===== config.mk =====
export PLATFORM = sky130hd
export DESIGN_NAME = tick_scheduler
export DESIGN_NICKNAME = d
export VERILOG_FILES = /design/src/rtl/tick_scheduler.sv
export SDC_FILE = /design/constraint.sdc
export NUM_CORES = 1
export LEC_CHECK = 0
export BUFFER_PORTS_ARGS = -buffer_cell sky130_fd_sc_hd__buf_2
export CAP_MARGIN = 10
export CORE_MARGIN = 4
export CORE_UTILIZATION = 35
export DETAILED_ROUTE_END_ITERATION = 7
export GPL_TIMING_DRIVEN = 0
export PLACE_DENSITY = 0.58
export SLEW_MARGIN = 30
export SYNTH_ARGS = -nofsm -noshare
export SYNTH_HDL_FRONTEND = slang
export SYNTH_SLANG_ARGS = --single-unit

===== constraint.sdc =====
create_clock -name clk -period 3.2 [get_ports clk]
set_clock_uncertainty 0.1 [all_clocks]
set_input_delay 0.64 -clock clk [delete_from_list [all_inputs] [get_ports clk]]
set_output_delay 0.64 -clock clk [all_outputs]
set_load 0.01 [all_outputs]

===== src/rtl/tick_scheduler.sv =====
// Shares a slow divider timebase between N_CHAN periodic requesters and
// presents their expiries one at a time, round-robin, on a valid/ready port.
module tick_scheduler #(
  parameter int N_CHAN   = 4,
  parameter int CHAN_W   = 2,
  parameter int PERIOD_W = 8
) (
  input  logic                clk,
  input  logic                rst_n,
  input  logic                tick_in,
  input  logic                cfg_we,
  input  logic [CHAN_W-1:0]   cfg_chan,
  input  logic [PERIOD_W-1:0] cfg_period,
  input  logic                cfg_en,
  output logic                ev_valid,
  output logic [CHAN_W-1:0]   ev_chan,
  input  logic                ev_ready,
  output logic [N_CHAN-1:0]   pending,
  output logic [N_CHAN-1:0]   overrun
);

  logic                tick_q_r;
  logic                tick_s;
  logic [PERIOD_W-1:0] period_r [N_CHAN];
  logic [PERIOD_W-1:0] count_r  [N_CHAN];
  logic [N_CHAN-1:0]   en_r;
  logic [N_CHAN-1:0]   pending_r;
  logic [N_CHAN-1:0]   overrun_r;
  logic [N_CHAN-1:0]   cfg_hit_s;
  logic [N_CHAN-1:0]   active_s;
  logic [N_CHAN-1:0]   fire_s;
  logic [N_CHAN-1:0]   avail_s;
  logic [N_CHAN-1:0]   grant_s;
  logic                ev_valid_r;
  logic [CHAN_W-1:0]   ev_chan_r;
  logic [CHAN_W-1:0]   ptr_r;
  logic [CHAN_W-1:0]   sel_s;
  logic [CHAN_W-1:0]   idx_s;
  logic                found_s;
  logic                load_s;

  assign tick_s   = tick_in & ~tick_q_r;
  assign load_s   = ~ev_valid_r | ev_ready;
  assign ev_valid = ev_valid_r;
  assign ev_chan  = ev_chan_r;
  assign pending  = pending_r;
  assign overrun  = overrun_r;

  // Per-channel config hit, activity and expiry decode
  always_comb begin
    cfg_hit_s = {N_CHAN{1'b0}};
    active_s  = {N_CHAN{1'b0}};
    fire_s    = {N_CHAN{1'b0}};
    for (int c = 0; c < N_CHAN; c++) begin
      cfg_hit_s[c] = cfg_we && (cfg_chan == CHAN_W'(c));
      active_s[c]  = en_r[c] && (period_r[c] != PERIOD_W'(0));
      fire_s[c]    = tick_s && active_s[c] && !cfg_hit_s[c] && (count_r[c] == PERIOD_W'(0));
    end
  end

  // Round-robin pick: first pending channel after the pointer; a channel being
  // rewritten this cycle cannot be granted
  always_comb begin
    avail_s = pending_r & ~cfg_hit_s;
    sel_s   = {CHAN_W{1'b0}};
    idx_s   = {CHAN_W{1'b0}};
    found_s = 1'b0;
    grant_s = {N_CHAN{1'b0}};
    for (int i = 1; i <= N_CHAN; i++) begin
      idx_s = CHAN_W'((int'(ptr_r) + i) % N_CHAN);
      if (!found_s && avail_s[idx_s]) begin
        found_s = 1'b1;
        sel_s   = idx_s;
      end else begin
        found_s = found_s;
      end
    end
    for (int c = 0; c < N_CHAN; c++) begin
      grant_s[c] = load_s && found_s && (sel_s == CHAN_W'(c));
    end
  end

  // Divider tap edge detector
  always_ff @(posedge clk or negedge rst_n) begin
    if (!rst_n) tick_q_r <= 1'b0;
    else        tick_q_r <= tick_in;
  end

  // Channel configuration and tick counters
  always_ff @(posedge clk or negedge rst_n) begin
    if (!rst_n) begin
      en_r <= {N_CHAN{1'b0}};
      for (int c = 0; c < N_CHAN; c++) begin
        period_r[c] <= PERIOD_W'(0);
        count_r[c]  <= PERIOD_W'(0);
      end
    end else begin
      for (int c = 0; c < N_CHAN; c++) begin
        if (cfg_hit_s[c]) begin
          period_r[c] <= cfg_period;
          en_r[c]     <= cfg_en;
          count_r[c]  <= cfg_period - PERIOD_W'(1);
        end else if (tick_s && active_s[c]) begin
          if (count_r[c] == PERIOD_W'(0)) count_r[c] <= period_r[c] - PERIOD_W'(1);
          else                            count_r[c] <= count_r[c] - PERIOD_W'(1);
        end
      end
    end
  end

  // Pending queue and sticky overrun; a fire beats a same-cycle grant
  always_ff @(posedge clk or negedge rst_n) begin
    if (!rst_n) begin
      pending_r <= {N_CHAN{1'b0}};
      overrun_r <= {N_CHAN{1'b0}};
    end else begin
      for (int c = 0; c < N_CHAN; c++) begin
        if (cfg_hit_s[c]) begin
          pending_r[c] <= 1'b0;
          overrun_r[c] <= 1'b0;
        end else if (fire_s[c]) begin
          pending_r[c] <= 1'b1;
          if (pending_r[c] && !grant_s[c]) overrun_r[c] <= 1'b1;
        end else if (grant_s[c]) begin
          pending_r[c] <= 1'b0;
        end
      end
    end
  end

  // Registered event output stage
  always_ff @(posedge clk or negedge rst_n) begin
    if (!rst_n) begin
      ev_valid_r <= 1'b0;
      ev_chan_r  <= {CHAN_W{1'b0}};
      ptr_r      <= CHAN_W'(N_CHAN - 1);
    end else if (load_s) begin
      if (found_s) begin
        ev_valid_r <= 1'b1;
        ev_chan_r  <= sel_s;
        ptr_r      <= sel_s;
      end else begin
        ev_valid_r <= 1'b0;
      end
    end
  end

endmodule


## After elaboration in Yosys (flattened, before gate mapping)

Index checks and enable logic that the tools add are counted.

- Register bits after elaboration: 82
- Input bits: 16
- Output and inout bits: 11
- Logic and storage cells: 180

- Add/sub/neg operators: 13
- Magnitude comparators: 4
- Eq/ne operators: 6
- Multiplexer cells: 53
- Bitwise gates (word level): 6
- Reduce and logical (&&, ||, !) cells: 74

Operator list:

| operator | number |
|---|---|
| 2-to-1 mux 8 bit | 12 |
| subtractor 8 x 1 -> 8 bit, second input constant | 9 |
| 2-to-1 mux 1 bit | 33 |
| logical AND 1 bit | 32 |
| logical NOT 8 bit | 4 |
| nonzero test 8 bit | 4 |
| nonzero test 2 bit | 12 |
| less-than comparator 2 x 3 -> 1 bit, second input constant | 4 |
| nonzero test 3 bit | 4 |
| logical NOT 1 bit | 11 |
| AND reduction 2 bit | 5 |
| binary-select mux 1 bit (select 2 bit) | 4 |
| == test 2 bit, second input constant | 4 |
| 2-to-1 mux 2 bit | 4 |
| adder 2 x 1 -> 2 bit, second input constant | 2 |
| adder 2 bit, second input constant | 2 |
| AND 4 bit | 1 |
| == test 2 x 1 -> 1 bit, second input constant | 2 |
| logical NOT 2 bit | 2 |
| NOT 4 bit | 1 |
| NOT 1 bit | 2 |
| AND 1 bit | 1 |
| bitwise OR 1 bit | 1 |

## Logic depth before layout (Yosys ltp)

- Word-level depth: 23
- Depth in mapped cells: 10

## Worst setup path after synthesis

Ideal clock, no wire load.

- Kind: reg2reg
- Start point: register count_r[1] (netlist name)
- End point: register count_r[4] (netlist name)
- Arrival time: 2312 ps
- Path slack: 651 ps
- Cell stages (with the launch flop): 11
- Path buffers: 1
- Period minus slack after synthesis: 2549 ps
- Path through: dfrtp_1 nor4_1 and2_0 clkbuf_2 a21oi_1 ha_1 or3b_2 a311o_1 o21ai_0 a221oi_1 a21oi_1

- Word-level cells in the longest chain between the ends: 4
- Elaborated cells on any way between the ends: 5

Ends and longest elaborated chain:

| what | line | text |
|---|---|---|
| from (decl) | 25 | `logic [PERIOD_W-1:0] count_r [N_CHAN];` |
| from (signal, indexed assignment) | 102 | `count_r[c] <= cfg_period - PERIOD_W'(1);` |
| from (signal, indexed assignment) | 105 | `else count_r[c] <= count_r[c] - PERIOD_W'(1);` |
| subtractor 8 x 1 -> 8 bit / logical NOT 8 bit (equally long branches) | 105, 104 |  |
| 2-to-1 mux 8 bit * | 104 | `if (count_r[c] == PERIOD_W'(0)) count_r[c] <= period_r[c] - PERIOD_W'(1);` |
| 2-to-1 mux 8 bit * | 103 | `end else if (tick_s && active_s[c]) begin` |
| 2-to-1 mux 8 bit * | 99 | `if (cfg_hit_s[c]) begin` |

Every way passes the cells marked *; elsewhere a longest branch is shown, timed or not. The select of a mux whose other input is x is not followed.
A chain may end at the register's enable or synchronous reset.

## Final worst setup path

- Start point: register count_r[4] (netlist name)
- End point: register count_r[4] (netlist name)

The elaborated chain is that of the path after synthesis.

==> parameters.txt <==
Parameter                              Value

Setup path
  Crit path kind    flip-flop to flip-flop
  Capture instance of the worst register-to-register path    count_r[4]$_DFFE_PN0P_
  CP Data Arrival Time    3.01 ns
  Category of the worst setup path capture point    flip-flop
  Slowest CP cell    sky130_fd_sc_hd__nor4_2
  R2R cell count    10
  Most common cell on crit path    sky130_fd_sc_hd__a21oi_1
  End point of the critical path    count_r[4]$_DFFE_PN0P_
  Critical path startpoint    count_r[4]$_DFFE_PN0P_
  Type of origin of the critical path    flip-flop
  Worst R2R Setup Slack    0.29 ns
  Cells along the critical path    nor4_2 -> and2_0 -> clkbuf_2 -> a21oi_1 -> ha_1 -> or3b_2 -> a311o_1 -> o21ai_0 -> a221oi_1 -> a21oi_1
  Largest fanout on the critical path    8
  Delay of the slowest cell on the worst path    0.66 ns
  Data required time of the worst path    3.30 ns
  Launch point of the worst reg-to-reg path    count_r[4]$_DFFE_PN0P_

Clock tree
  Clock tree from TritonCTS    built
  Number of buffers added by the clock tree synthesis step    9
  Post-CTS Setup Inserts    0
  H-tree levels    3
  Cts repair resizes    0
  Hold-fix buffer count after cts    0
  CTS root buf    sky130_fd_sc_hd__clkbuf_16
  Clock input transition at the sequential cells of the worst setup and hold paths    0.06 ns
  Insertion delay to the later sink of the worst-skew pair    0.34 ns
  Maximum buffer depth of the clock tree    2
  CTS sink count    82

Timing
  Final min period    2.909 ns
  Worst slew slack as a fraction of its limit    0.3621
  Final-report hold violation count    0
  Final setup vio count    0
  Final worst hold slack    0.04059 ns
  Slew of the pin with the lowest slew margin    0.9481 ns
  Final worst slack    0.2914 ns
  Unrepaired setup endpoints after global routing    no
  Final max-slew violation count    0
  Maximum clock frequency    0.3438 GHz
  Final total negative setup slack    0 ns
  Final worst path period share    0.9089

Global routing
  Global-route wire length before repair    23160 um
  Total track usage    0.1774
  Gr busiest metal    met2
  GR Layer Usage met3    0.02425
  GR Layer Usage met1    0.2476
  Largest net degree at the start of global routing    62
  Global route total overflow    0
  Global routing met2 resource utilization    0.2806
  Via count of the first global-routing pass    4413
  Number of antenna violations at the first check in global routing    0

Finish
  Reg area    2054 sq um
  Layout net count    635
  Share of cells above drive strength 1    0.1276
  Fill cell count    1377
  Number of inserted diodes    0
  Area taken by multi-input logic gates    2766 sq um
  Post-synthesis to final-layout area growth    14.49%

Floorplanning
  Die Height    127.3 um
  Number of primary I/O pins    27
  Die Outline Area    16210 sq um
  DIE WIDTH    127.3 um
  Initial cell density of the core    0.3576
  Cell row count    43
  Area of the core    13930 sq um

Routing
  Final wirelength    13950 um
  Count of vias placed by the detailed router    4645
  Number of search-and-repair iterations in the first detailed-routing pass    5
  Drt first-iter violations    298
  Average routed wire per standard cell    17.45 um
  Vias/cell    5.814
  Post-route DRC    0
  DRT antenna net count    0

Yosys
  Top_reg_cell synth    sky130_fd_sc_hd__dfrtp_1
  Distinct cell type count of the synthesized netlist    69
  Fraction of post-synthesis cell area in the top cell type by area    0.4017
  Synth async-reset ratio    1.000
  Dominant cell type by area after synthesis    sky130_fd_sc_hd__dfrtp_1
  Most frequent cell after synthesis    sky130_fd_sc_hd__nand2_1
  Netlist area before placement    4984 sq um
  Avg Inst Size Synth    8.607 sq um
  Synth cell count leaders    sky130_fd_sc_hd__nand2_1 (109), sky130_fd_sc_hd__dfrtp_1 (80), sky130_fd_sc_hd__nor2_1 (37), sky130_fd_sc_hd__a21oi_1 (35), sky130_fd_sc_hd__o21ai_0 (34)
  Register area share after synthesis    0.4123
  Mapped Cells    579
  Number of warnings printed during yosys synthesis    0
  Synthesized net count    600
  Post-synth EDFFs    0
  Register bit count reported by yosys    82
  Cell types occupying the most area after synthesis    sky130_fd_sc_hd__dfrtp_1 (40%), sky130_fd_sc_hd__nand2_1 (8.2%), sky130_fd_sc_hd__a21oi_1 (3.5%)

Pwr
  VDD IR-drop max    0.0003053 V
  Proportion of power drawn by flip-flops and latches    0.416
  Static Leakage    2.420 nW
  Net switching power    0.001228 W
  Combinational cell fraction of total power    0.258
  Share of total power in the clock network    0.326
  Power per unit of standard cell area    636.7 nW/um^2
  Switching power as a share of total power    0.3380
  Int Pwr    0.002405 W

Placement
  Placer Congestion    0.9143
  Dpl hpwl    10050 um
  Count of buffers inserted at the top-level ports    23
  Worst slack after detailed placement    0.2602 ns

Hold path
  Hold Crit Class    primary input to async pin

Job
  Number of maximum-capacitance constraint violations    0

Outcome
  Run status    finished, final reports clean
-- per-stage QoR --
step                cells  cell area (sq um)  power (W)    util
floorplan             579               4984   0.002145       -
global placement      782               5324   0.002415  0.3821
detailed placement    783               5358   0.002452  0.3845
CTS                   799               5693   0.003647  0.4085
global route          799               5705   0.003868  0.4094
finish                799               5705   0.003632  0.4094
-- power groups by stage --
stage	Sequential, W	Clock, W	Combinational, W
3_3_place_gp	0.00151	0	0.000903
4_1_cts	0.00150	0.00121	0.000936
5_1_grt	0.00155	0.00126	0.00106
3_5_place_dp	0.00152	0	0.000932
2_1_floorplan	0.00145	0	0.000692
6_report	0.00151	0.00118	0.000939
-- per-layer routing --
layer	wire, um	vias up
li1	-	2235
met5	0	-
met1	6441	2279
met2	6666	115
met4	280	0
met3	556	16
-- sequential cells by signal (all words and copies together), names as in the netlist --
signal / cells
period_r: 32
tick_q_r: 1
ptr_r: 2
count_r: 32
pending: 4
overrun: 4
en_r: 4
ev_chan: 2
ev_valid: 1
-- worst min-delay path by stage --
stage	cells after the start	start	to	slack (ns)
detailed placement	2	en_r[3]$_DFFE_PN0P_	en_r[3]$_DFFE_PN0P_	0.37
floorplan	0	rst_n	count_r[0]$_DFFE_PN0P_	0.24
global route	1	rst_n	overrun[0]$_DFFE_PN0P_	0.05
finish	1	rst_n	overrun[0]$_DFFE_PN0P_	0.04
CTS	1	rst_n	overrun[0]$_DFFE_PN0P_	0.04
global placement	2	ev_chan[1]$_DFFE_PN0P_	ev_chan[1]$_DFFE_PN0P_	0.36
-- logic make-up (layout without fill, tap and decap cells) --
kind of cell             count (synthesis)  after routing  synth area share
AO/OA/AOI/OAI                          156            156            0.2164
adder cells (fa/ha/maj)                  5              5           0.01255
multiplexers                            24             24           0.05072
flip-flops                              82             82            0.4123
buffers and inverters                   43             83           0.03515
AND/OR/NAND/NOR                        262            262            0.2606
XOR/XNOR                                 7              7           0.01230
-- cells in the final DEF, fill, tap and decap left out, drive strengths merged, types with 5 or more instances in the layout --
master,count
a22oi,6
o221ai,6
a21oi,35
nor2b,5
or4,12
or3,5
mux2,10
buf,34
clkbuf,31
and3,10
nor4,17
a21o,8
nor3,15
dfrtp,80
nand2,109
o21ai,34
a31oi,6
o211ai,6
nand3,19
inv,13
nor2,37
a31o,6
mux2i,14
o31ai,9
and2,5
ha,5
-- worst max-delay path, delay by kind of cell (launching register included) --
kind                       cells  cell delay, ns
DFF                            1            0.45
AOI/OAI and AO/OA              5            0.69
and+or+nand+nor                3            1.11
buffers and inverters          1            0.18
adders and majority gates      1            0.24
-- cell type report --
cell class | count | share of cell area
buffer | 30 | 0.02215
clock buffer | 11 | 0.04079
clock inverter | 5 | 0.01798
inverter | 13 | 0.008553
multi-input combinational | 454 | 0.4849
sequential | 82 | 0.3601
tap | 180 | 0.03947
timing repair buffer | 24 | 0.02610
No activity file was read; power rests on OpenSTA's default activity.
